==> src/rtl/tone_sched.sv <==
// Fixed-priority scheduler that shares one square-wave tone generator between four note requesters.
// Notes are timed in ms on a latched ticks-per-ms base, with an optional silent gap after each note.
module tone_sched #(
  parameter int unsigned GAP_MS  = 10,
  parameter bit          PREEMPT = 1'b1
) (
  input  logic        clk,
  input  logic        rst_n,
  input  logic [15:0] ticks_per_milli,
  input  logic [3:0]  req_valid,
  input  logic [39:0] req_freq,
  input  logic [39:0] req_dur,
  output logic [3:0]  req_ready,
  output logic [3:0]  done,
  output logic        aborted,
  output logic        busy,
  output logic [1:0]  owner,
  output logic [9:0]  freq
);
  localparam logic [9:0] GapMs = 10'(GAP_MS);

  typedef enum logic [1:0] {StIdle, StPlay, StGap} state_e;

  state_e      state_q, state_d;
  logic [9:0]  freq_q, freq_d;
  logic [9:0]  rem_q, rem_d;
  logic [15:0] tick_q, tick_d;
  logic [15:0] tpm_q, tpm_d;
  logic [1:0]  owner_q, owner_d;
  logic [3:0]  done_q, done_d;
  logic        aborted_q, aborted_d;

  logic        any_valid;
  logic [1:0]  sel;
  logic [9:0]  sel_freq, sel_dur;
  logic [15:0] sel_tpm;
  logic [3:0]  grant;
  logic        xfer;
  logic        tick_wrap;

  assign any_valid = |req_valid;

  always_comb begin
    sel = 2'd0;
    for (int i = 3; i >= 0; i--) begin
      if (req_valid[i]) sel = 2'(i);
    end
  end

  assign sel_freq  = req_freq[int'(sel)*10 +: 10];
  assign sel_dur   = req_dur[int'(sel)*10 +: 10];
  assign sel_tpm   = (ticks_per_milli == 16'd0) ? 16'd1 : ticks_per_milli;
  assign tick_wrap = (tick_q == tpm_q - 16'd1);

  // The lowest valid index is the only candidate; in PLAY it must also outrank the owner.
  always_comb begin
    grant = 4'b0000;
    unique case (state_q)
      StIdle:  if (any_valid) grant[sel] = 1'b1;
      StPlay:  if (PREEMPT && any_valid && (sel < owner_q)) grant[sel] = 1'b1;
      default: grant = 4'b0000;
    endcase
  end

  assign req_ready = rst_n ? grant : 4'b0000;
  assign xfer      = |(req_valid & grant);

  always_comb begin
    state_d   = state_q;
    freq_d    = freq_q;
    rem_d     = rem_q;
    tick_d    = tick_q;
    tpm_d     = tpm_q;
    owner_d   = owner_q;
    done_d    = 4'b0000;
    aborted_d = 1'b0;

    if (xfer) begin
      freq_d  = sel_freq;
      rem_d   = sel_dur;
      tpm_d   = sel_tpm;
      tick_d  = 16'd0;
      owner_d = sel;
    end

    unique case (state_q)
      StIdle: begin
        if (xfer) begin
          // A zero-length note completes on its accept edge and never leaves IDLE.
          if (sel_dur == 10'd0) done_d[sel] = 1'b1;
          else                  state_d     = StPlay;
        end
      end
      StPlay: begin
        if (xfer) begin
          done_d[owner_q] = 1'b1;
          aborted_d       = 1'b1;
        end else if (rem_q == 10'd0) begin
          // Zero-length note loaded by a preemption.
          done_d[owner_q] = 1'b1;
          state_d         = StIdle;
        end else if (tick_wrap) begin
          tick_d = 16'd0;
          if (rem_q == 10'd1) begin
            done_d[owner_q] = 1'b1;
            rem_d           = GapMs;
            state_d         = (GapMs == 10'd0) ? StIdle : StGap;
          end else begin
            rem_d = rem_q - 10'd1;
          end
        end else begin
          tick_d = tick_q + 16'd1;
        end
      end
      StGap: begin
        if (tick_wrap) begin
          tick_d = 16'd0;
          rem_d  = rem_q - 10'd1;
          if (rem_q == 10'd1) state_d = StIdle;
        end else begin
          tick_d = tick_q + 16'd1;
        end
      end
      default: state_d = StIdle;
    endcase
  end

  always_ff @(posedge clk or negedge rst_n) begin
    if (!rst_n) begin
      state_q   <= StIdle;
      freq_q    <= 10'd0;
      rem_q     <= 10'd0;
      tick_q    <= 16'd0;
      tpm_q     <= 16'd1;
      owner_q   <= 2'd0;
      done_q    <= 4'b0000;
      aborted_q <= 1'b0;
    end else begin
      state_q   <= state_d;
      freq_q    <= freq_d;
      rem_q     <= rem_d;
      tick_q    <= tick_d;
      tpm_q     <= tpm_d;
      owner_q   <= owner_d;
      done_q    <= done_d;
      aborted_q <= aborted_d;
    end
  end

  // Gating on state keeps freq silent immediately when reset asserts.
  assign freq    = ((state_q == StPlay) && (rem_q != 10'd0)) ? freq_q : 10'd0;
  assign busy    = (state_q != StIdle);
  assign owner   = owner_q;
  assign done    = done_q;
  assign aborted = aborted_q;

endmodule
==> config.mk <==
export PLATFORM = sky130hd
export DESIGN_NAME = tone_sched
export DESIGN_NICKNAME = d
export VERILOG_FILES = /design/src/rtl/tone_sched.sv
export SDC_FILE = /design/constraint.sdc
export NUM_CORES = 1
export LEC_CHECK = 0
export ABC_AREA = 1
export BUFFER_PORTS_ARGS = -buffer_cell sky130_fd_sc_hd__clkbuf_2
export CAP_MARGIN = 10
export CORE_AREA = 2 2 146 148
export CTS_CLUSTER_SIZE = 28
export DETAILED_ROUTE_END_ITERATION = 6
export DIE_AREA = 0 0 148 150
export PLACE_DENSITY = 0.47
export SLEW_MARGIN = 5
export SYNTH_ARGS = -nofsm -noshare
export SYNTH_HDL_FRONTEND = slang
export SYNTH_SLANG_ARGS = --single-unit
export TNS_END_PERCENT = 1
==> constraint.sdc <==
create_clock -name clk -period 3.4 [get_ports clk]
set_input_delay 0.17 -clock clk [delete_from_list [all_inputs] [get_ports clk]]
set_output_delay 0.17 -clock clk [all_outputs]
set_load 0.02 [all_outputs]
==> results.cfg, run 1 <==
[cells_and_area]
multi_input_area_um2 = 3628
fin_nets = 1203
nFillCells = 2349
final_util_pct = 34.03
antenna_cells = 0
layout-drive-gt1-share_pct = 18.85
seqCellArea_um2 = 1528
area_delta_synth_final_pct = 20.28

[critical_path]
start_kind = flop
crit_end = freq[9]
worstSetupPathType = flop to output port
end_kind = output port
crit_required_ps = 3230
worstReg2RegStart = tpm_q[0]
rrSetupSlack_ps = 630
crit_start = rem_q[0]
reg2regPathDepth = 17
crit_arrival_ps = 2760
reg2reg_to = state_q[1]
cp_max_fo = 18

[power_and_ir_drop]
seqPwrFrac_pct = 22.5
p_comb_share_pct = 60.2
leakage_nw = 3.807
clkPwrFrac_pct = 17.3
power_switching_w = 0.003086
power.density_nw_per_um2 = 833.6
switching_share_pct = 52.57
vdd_ir_drop_max_mv = 0.2391
p_int_w = 0.002784

[timing]
tightest_slew_ps = 771.6
setup_viol = 0
finalMaxSlewViolations = 0
fmax_mhz = 340.9
hold_ws_ps = 56.50
fin_crit_sh_pct = 86.28
finalHoldViolCount = 0
finalSetupTns_ps = 0
fin_skew_ps = 6.764
fin_crit_ps = 2934
rsz0062_at_grt = false
relSlewSlack_pct = 48.50

[route]
vias = 6453
met2WireLength_um = 9360
drc_errors = 0
wl_met1_um = 9140
drt-total-wl_um = 19770
ant_nets = 0
drt_iter0_drc = 318
viasPerCell = 4.700
top_layer_used = met4
routedWlPerCell_um = 14.40
wl_met3_um = 906
dr.pass1.iters = 5

[global_routing]
overflow = 0
antenna_found_initial = 0
first_global_vias = 6338
grt_max_degree = 38
grt_usage_pct = 18.48
grt_pass1_wl_um = 32570

[floorplan]
start_util_pct = 28.30
rows = 53
core-area_um2 = 20690
dieArea_um2 = 22200
die_w_um = 148
num_io_pins = 124
dieHeight_um = 150

[synth]
async_reset_ff_share_pct = 100.0
syn_nets = 1092
synth_edf_count = 0
seq_area_frac_synth_pct = 26.10
syn_area_um2 = 5854
synth-main-ff-cell = dfrtp_1
ys_types = 42
avgSynthCellArea_um2 = 5.962
synth_seq_cells = 61
synth_cells = 982
yosysWarnings = 0

[placement]
io_buffers = 123
hpwl_um = 15110
place.gp.congestion = 0.8838

[clock_tree]
cts_buffers = 9
clkLatencyLatePin_ps = 340
cts_resized = 0
clkSlewWorstSetupHoldPaths_ps = 60
htreeDepth = 3
root_buffer = clkbuf_16
tritoncts = built
cts_buffer_depth = 2
clock_sinks = 61

[worst_hold_path]
hold_class = input port to flop
min_path_cells = 3

[run_status]
outcome = complete, no violations

[job]
maxCapViolations = 0
repair_timing:
action	4_1_cts	5_1_grt
endpoints found under the hold margin	30	0
setup buffers	0	0
hold buffers	1	0
cell type report:
type	instances	share of cell area (%)
well taps	275	4.886
multi-input cells	749	51.53
clock buffers	10	3.252
repair buffers	136	10.16
flip-flops and latches	61	21.70
inverters	136	7.249
clock inverters	6	1.226
Yosys cell counts (3+ instances only):
cell type / n / share of area, %
buf_6: 4 / 0.77
buf_2: 14 / 1.2
nor3_1: 11 / 0.94
a22o_1: 9 / 1.3
nand3_1: 83 / 7.1
o21ai_1: 9 / 0.77
nand2_2: 5 / 0.53
a21oi_1: 57 / 4.9
nand2_1: 329 / 21
nor2_4: 9 / 1.7
nand3_2: 3 / 0.51
clkbuf_1: 13 / 0.83
xor2_1: 16 / 2.4
inv_2: 14 / 0.90
dfrtp_1: 60 / 26
xnor2_1: 5 / 0.75
nand4_1: 16 / 1.7
nor2_2: 10 / 1.1
nand3b_1: 4 / 0.51
nor4_1: 4 / 0.43
nor2_1: 101 / 6.5
buf_1: 3 / 0.19
ha_1: 8 / 1.7
o21ai_0: 38 / 3.2
a31oi_1: 9 / 0.96
inv_1: 120 / 7.7
a21oi_2: 9 / 1.3
state kept, by name, indices dropped and copies added, names as in the netlist:
signal	count
tick_q	16
tpm_q	16
freq_q	10
rem_q	10
done	4
owner	2
state_q	2
aborted	1
per-stage QoR:
step | setup slack [ps] | power (W) | cells | cell area (um2)
after floorplan | 1140 | 0.003973 | 982 | 5854
after global placement | 630.6 | 0.004884 | 1356 | 6716
after detailed placement | 590.1 | 0.004874 | 1356 | 6716
after CTS | 404.6 | 0.005916 | 1373 | 7042
after global routing | 167.2 | 0.006488 | 1373 | 7042
final | 466.4 | 0.005870 | 1373 | 7042
worst max-delay path, stage by stage (launching register included):
cell	delay (ps)
dfrtp_1	380
inv_1	110
ha_1	260
nand2_1	120
nor2_1	90
nand2_1	90
clkinv_1	470
nor2_1	310
inv_1	230
nor2_1	190
clkbuf_2	190
power groups by stage:
| stage | clock (W) | combinational (W) | sequential [W] |
|---|---|---|---|
| floorplan | 0 | 0.00271 | 0.00126 |
| global placement | 0 | 0.00355 | 0.00134 |
| detailed placement | 0 | 0.00354 | 0.00133 |
| CTS | 0.00104 | 0.00356 | 0.00132 |
| global route | 0.00106 | 0.00406 | 0.00137 |
| finish | 0.00102 | 0.00353 | 0.00132 |
placed cells by master, fill, tap and decap left out, types with 2 or more instances in the layout:
master	synthesis	final
nand2_1	329	329
inv_2	14	14
nor2_1	101	101
a21oi_1	57	57
buf_4	1	12
ha_1	8	8
nand4_1	16	16
a21boi_1	2	2
clkbuf_2	1	122
inv_1	120	120
dfrtp_1	60	60
o21ai_1	9	9
nor2_2	10	10
o21ai_0	38	38
xor2_1	16	16
clkinv_1	2	2
nand3_1	83	83
a21oi_2	9	9
nand3_2	3	3
nor2_4	9	9
nor3_1	11	11
nand2_2	5	5
bufinv_16	0	2
a31oi_1	9	9
clkinv_2	0	2
o211ai_1	2	2
nand2_4	2	2
a22o_1	9	9
nor4_1	4	4
nand3b_1	4	4
xnor2_1	5	5
clkbuf_16	0	9
per-layer routing:
layer,vias up,track usage [%]
met4,0,4.857
met5,-,0
li1,3340,-
met2,151,32.11
met1,2943,23.54
met3,19,3.445
logic make-up (layout without fill, tap and decap cells):
kind of cell,Yosys count,in the layout,share of synthesized area (%)
xor+xnor,21,21,3.142
fa+ha+maj,8,8,1.710
buf+inv,172,288,11.93
compound gates,138,138,13.49
flops,61,61,26.10
simple gates,582,582,43.64
worst min path at each step:
| stage | startpoint | end |
|---|---|---|
| final | ticks_per_milli[15] | tpm_q[15] |
| after global routing | ticks_per_milli[3] | tpm_q[3] |
| after CTS | ticks_per_milli[15] | tpm_q[15] |
| after detailed placement | rst_n | done[3] |
| after global placement | rst_n | done[3] |
| after floorplan | rst_n | aborted |
Note: power is estimated with default switching activity, not from simulation.
==> run 2: changes to the inputs <==
--- a/config.mk
+++ b/config.mk
@@ -8,11 +8,11 @@
 export ABC_AREA = 1
 export BUFFER_PORTS_ARGS = -buffer_cell sky130_fd_sc_hd__clkbuf_2
 export CAP_MARGIN = 10
-export CORE_AREA = 2 2 146 148
+export CORE_AREA = 2 2 101 103
 export CTS_CLUSTER_SIZE = 28
 export DETAILED_ROUTE_END_ITERATION = 6
-export DIE_AREA = 0 0 148 150
-export PLACE_DENSITY = 0.47
+export DIE_AREA = 0 0 103 105
+export PLACE_DENSITY = 0.87
 export SLEW_MARGIN = 5
 export SYNTH_ARGS = -nofsm -noshare
 export SYNTH_HDL_FRONTEND = slang
==> run 2 against run 1 <==
- maximum frequency up 0.47%
- hold slack worse by 31 ps
- utilization up 36 points
- clock skew up 5.3 ps
- global-route usage up 14 points
- setup slack better by 14 ps
- clock-buffer cell count down 1
- cell count down 10%
==> results.cfg, run 2 (synthesis gave the netlist of run 1 again) <==
[run_status]
outcome = complete, no violations

[route]
viasPerCell = 5.467
drc_errors = 0
drt_iter0_drc = 387
dr.pass1.iters = 5
vias = 6730
routedWlPerCell_um = 13.92
drt-total-wl_um = 17130
ant_nets = 0

[clock_tree]
clock_sinks = 61
root_buffer = clkbuf_8
clkSlewWorstSetupHoldPaths_ps = 90
tritoncts = built
clkLatencyLatePin_ps = 360
htreeDepth = 3
cts_buffer_depth = 2
cts_buffers = 9

[power_and_ir_drop]
p_int_w = 0.002428
power_switching_w = 0.003041
power.density_nw_per_um2 = 812.0
leakage_nw = 3.747
seqPwrFrac_pct = 24.1
clkPwrFrac_pct = 11.9
switching_share_pct = 55.60
p_comb_share_pct = 64.0
vdd_ir_drop_max_mv = 0.6522
p_total_w = 0.005469

[placement]
dp_cells = 1214
hpwl_um = 12880
place.gp.congestion = 0.9953
io_buffers = 123

[global_routing]
first_global_vias = 6354
antenna_found_initial = 0
grt_usage_pct = 32.75
grt_max_degree = 36
overflow = 0
grt_pass1_wl_um = 28540

[critical_path]
crit_required_ps = 3230
rrSetupSlack_ps = 670
worstSetupPathType = flop to output port
reg2reg_to = tick_q[0]
start_kind = flop
cp_max_fo = 18
reg2regPathDepth = 16
crit_arrival_ps = 2750
worstReg2RegStart = tpm_q[0]
crit_start = rem_q[0]
crit_end = freq[0]
end_kind = output port

[timing]
relSlewSlack_pct = 47.18
fin_crit_ps = 2920
tightest_slew_ps = 791.4
fmax_mhz = 342.5
finalSetupTns_ps = 0
fin_skew_ps = 12.05
finalMaxSlewViolations = 0
finalHoldViolCount = 0
rsz0062_at_grt = false
fin_crit_sh_pct = 85.88
setup_viol = 0

[worst_hold_path]
hold_class = input port to flop
min_path_cells = 3

[floorplan]
die_w_um = 103
rows = 36
dieArea_um2 = 10820
num_io_pins = 124
dieHeight_um = 105
start_util_pct = 60.73
core-area_um2 = 9639

[cells_and_area]
fin_nets = 1203
multi_input_area_um2 = 3628
area_delta_synth_final_pct = 15.05
layout-drive-gt1-share_pct = 18.94
nFillCells = 886
seqCellArea_um2 = 1528
mostFrequentLayoutCell = nand2_1
layout_common_cells = nand2_1, clkbuf_2, inv_1
antenna_cells = 0
fin_cells = 1231
largestRegisters = tick_q (16), tpm_q (16)

[job]
maxCapViolations = 0
==> run 2: worst max-delay path, stage by stage, from the launching register on <==
cell and delay (ps):
dfrtp_1 400, inv_1 110, ha_1 260, nand2_1 120
nor2_1 90, nand2_1 80, clkinv_1 430, nor2_1 280
inv_1 220, nor2_1 190, clkbuf_2 200
==> run 2: stage by stage <==
step                      utilization, %  hold WS, ps  worst slack (ps)  area (um2)
after CTS                          69.87        26.04             514.9        6735
after global routing               69.87        27.99             299.6        6735
final                              69.87        25.94             480.2        6735
after floorplan                        -       -125.6              1140        5854
after global placement             67.83        274.3             832.5        6539
after detailed placement           67.83        282.6             766.1        6539
==> run 2: how the worst min path moves through the flow <==
stage | endpoint | startpoint
2_1_floorplan | aborted | rst_n
3_3_place_gp | tpm_q[11] | rst_n
3_5_place_dp | tpm_q[8] | rst_n
4_1_cts | tpm_q[7] | ticks_per_milli[7]
5_1_grt | freq_q[2] | req_freq[2]
6_report | tpm_q[11] | ticks_per_milli[11]
==> run 2: per-layer routing <==
layer	wire (um)	GRT usage (%)	up-vias
li1	-	-	3347
met3	1061	5.351	52
met1	7014	39.97	3036
met4	676	14.47	0
met2	8380	55.75	295
met5	0	0	-
==> run 2: repair_timing <==
item / 4_1_cts / 5_1_grt
resized for setup: 0 / 0
buffers inserted: 0 / 0
hold endpoints to repair: 26 / 0
hold buffers: 1 / 0
==> run 2: cell type report <==
class / count / share of cell area, %
clock buffers: 9 / 1.839
clock inverters: 7 / 0.9289
multi-input cells: 749 / 53.87
repair buffers: 136 / 10.63
flip-flops and latches: 61 / 22.68
inverters: 136 / 7.579
well taps: 133 / 2.471
==> run 2: power by group through the flow <==
| stage | Clock, W | Sequential (W) | Combinational (W) |
|---|---|---|---|
| final | 0.000649 | 0.00132 | 0.00350 |
| after global routing | 0.000685 | 0.00135 | 0.00394 |
| after CTS | 0.000648 | 0.00131 | 0.00345 |
| after detailed placement | 0 | 0.00132 | 0.00343 |
| after global placement | 0 | 0.00132 | 0.00336 |
| after floorplan | 0 | 0.00126 | 0.00271 |
==> run 3: changes to the inputs <==
==> constraint.sdc (replaced) <==
create_clock -name clk -period 3.65 [get_ports clk]
set_input_delay 0.1825 -clock clk [delete_from_list [all_inputs] [get_ports clk]]
set_output_delay 0.1825 -clock clk [all_outputs]
set_load 0.02 [all_outputs]
==> run 3 against run 2 <==
- total power shrank 4.6%
- die area is the same
- critical path type is now flop to flop
- clock-buffer cell count is the same
- register-to-register slack lost 70 ps
- clock power grew 13%
- flip-flop and latch count is the same
- combinational power shrank 7.1%
- via count is essentially flat
- sequential share of layout area shrank 0.059 points
- non-clock buffer count shrank 3
==> results.cfg, run 3 (synthesis gave the netlist of run 1 again) <==
[run_status]
outcome = complete, no violations

[timing]
relSlewSlack_pct = 45.87
finalSetupTns_ps = 0
tightest_slew_ps = 812.0
finalHoldViolCount = 0
rsz0062_at_grt = false
setup_viol = 0
fmax_mhz = 328.3
fin_skew_ps = 13.88
fin_crit_ps = 3046
finalMaxSlewViolations = 0
fin_crit_sh_pct = 83.44

[power_and_ir_drop]
vdd_ir_drop_max_mv = 0.4025
power.density_nw_per_um2 = 772.8
p_int_w = 0.002380
switching_share_pct = 54.40
p_comb_share_pct = 62.3
leakage_nw = 3.753
power_switching_w = 0.002839
seqPwrFrac_pct = 23.6
clkPwrFrac_pct = 14.0

[floorplan]
die_w_um = 103
dieHeight_um = 105
num_io_pins = 124
dieArea_um2 = 10820
core-area_um2 = 9639
rows = 36
start_util_pct = 60.73

[job]
maxCapViolations = 0

[route]
viasPerCell = 5.476
drt-total-wl_um = 17200
dr.pass1.iters = 6
ant_nets = 0
drt_iter0_drc = 428
routedWlPerCell_um = 14.01
vias = 6725
drc_errors = 0

[clock_tree]
clock_sinks = 61
clkSlewWorstSetupHoldPaths_ps = 80
root_buffer = clkbuf_8
cts_buffers = 9
cts_buffer_depth = 2
cts_hold_buf = 0
cts_resized = 0
tritoncts = built
post-cts-setup-buffers = 0
htreeDepth = 3
clkLatencyLatePin_ps = 360

[global_routing]
grt_max_degree = 62
first_global_vias = 6421
antenna_found_initial = 0
grt_pass1_wl_um = 28700
overflow = 0
grt_usage_pct = 32.96

[critical_path]
worstPathCellList = inv_1 > ha_1 > inv_1 > nor3_1 > nand2_1 > nand2_1 > o21ai_2 > nand2_4 > buf_4 > nand2_1 > o21ai_0 > inv_1 > nand2_1 > inv_1 > a21oi_1
worstSetupPathType = flop to flop
start_kind = flop
crit_slowest_cell = buf_4
reg2regPathDepth = 15
crit_required_ps = 3930
reg2reg_to = rem_q[1]
crit_arrival_ps = 3330
worstReg2RegStart = state_q[1]
cpPeakStageDelay_ps = 470
end_kind = flop
rrSetupSlack_ps = 600
cp_max_fo = 57

[cells_and_area]
mostFrequentLayoutCell = nand2_1
fin_cells = 1228
layout_common_cells = nand2_1, clkbuf_2, inv_1
fin_nets = 1200
largestRegisters = tick_q (16), tpm_q (16)
antenna_cells = 0
layout-drive-gt1-share_pct = 18.81
area_delta_synth_final_pct = 15.35

[placement]
hpwl_um = 12750
io_buffers = 123
place.gp.congestion = 0.9843
dp_cells = 1212

[worst_hold_path]
hold_class = input port to asynchronous set/reset pin
run 3: layout make-up:
type                       instances  area [um2]
multi-input combinational        749        3628
fill                             887        2887
sequential                        61        1528
timing repair buffer             133       690.7
inverter                         136       510.5
tap                              133       166.4
clock buffer                       9       123.9
clock inverter                     7       105.1
run 3: worst max-delay path by stage:
stage | start | endpoint | cells past startpoint
after floorplan | tpm_q[0] | tick_q[10] | 14
after global placement | tpm_q[0] | state_q[1] | 17
after detailed placement | state_q[1] | rem_q[1] | 15
after CTS | state_q[1] | rem_q[1] | 15
after global routing | tpm_q[0] | state_q[1] | 17
final | state_q[1] | rem_q[1] | 15
run 3: through the flow:
| stage | hold slack, ps | util (%) | setup WS (ps) | cell area (um2) | power [W] |
|---|---|---|---|---|---|
| after CTS | 44.16 | 70.05 | 660.4 | 6753 | 0.005163 |
| after floorplan | -113.1 | - | 1390 | 5854 | 0.003701 |
| after detailed placement | 409.2 | 67.68 | 684.1 | 6524 | 0.004419 |
| final | 45.22 | 70.05 | 604.4 | 6753 | 0.005218 |
| after global placement | 404.0 | 67.68 | 784.6 | 6524 | 0.004344 |
| after global routing | 62.55 | 70.05 | 330.3 | 6753 | 0.005678 |
run 3: layer usage:
layer  routed length (um)  vias to the layer above  global-route usage [%]
met3                 1396                       72                   4.482
met4                  835                        0                   17.67
met1                 6810                     2985                   40.66
met5                    0                        -                       0
met2                 8162                      335                   54.73
li1                     -                     3333                       -
run 3: critical path, delay by kind of cell, from the launching register on:
family          cells  cell delay [ps]
simple gates        6             1000
buf+inv             5              860
compound gates      3              520
flops               1              400
fa+ha+maj           1              160
run 3: power groups by stage:
stage	clock (W)	sequential, W	combinational, W
floorplan	0	0.00118	0.00252
global placement	0	0.00123	0.00312
detailed placement	0	0.00123	0.00319
CTS	0.000730	0.00122	0.00321
global route	0.000757	0.00125	0.00367
finish	0.000732	0.00123	0.00325
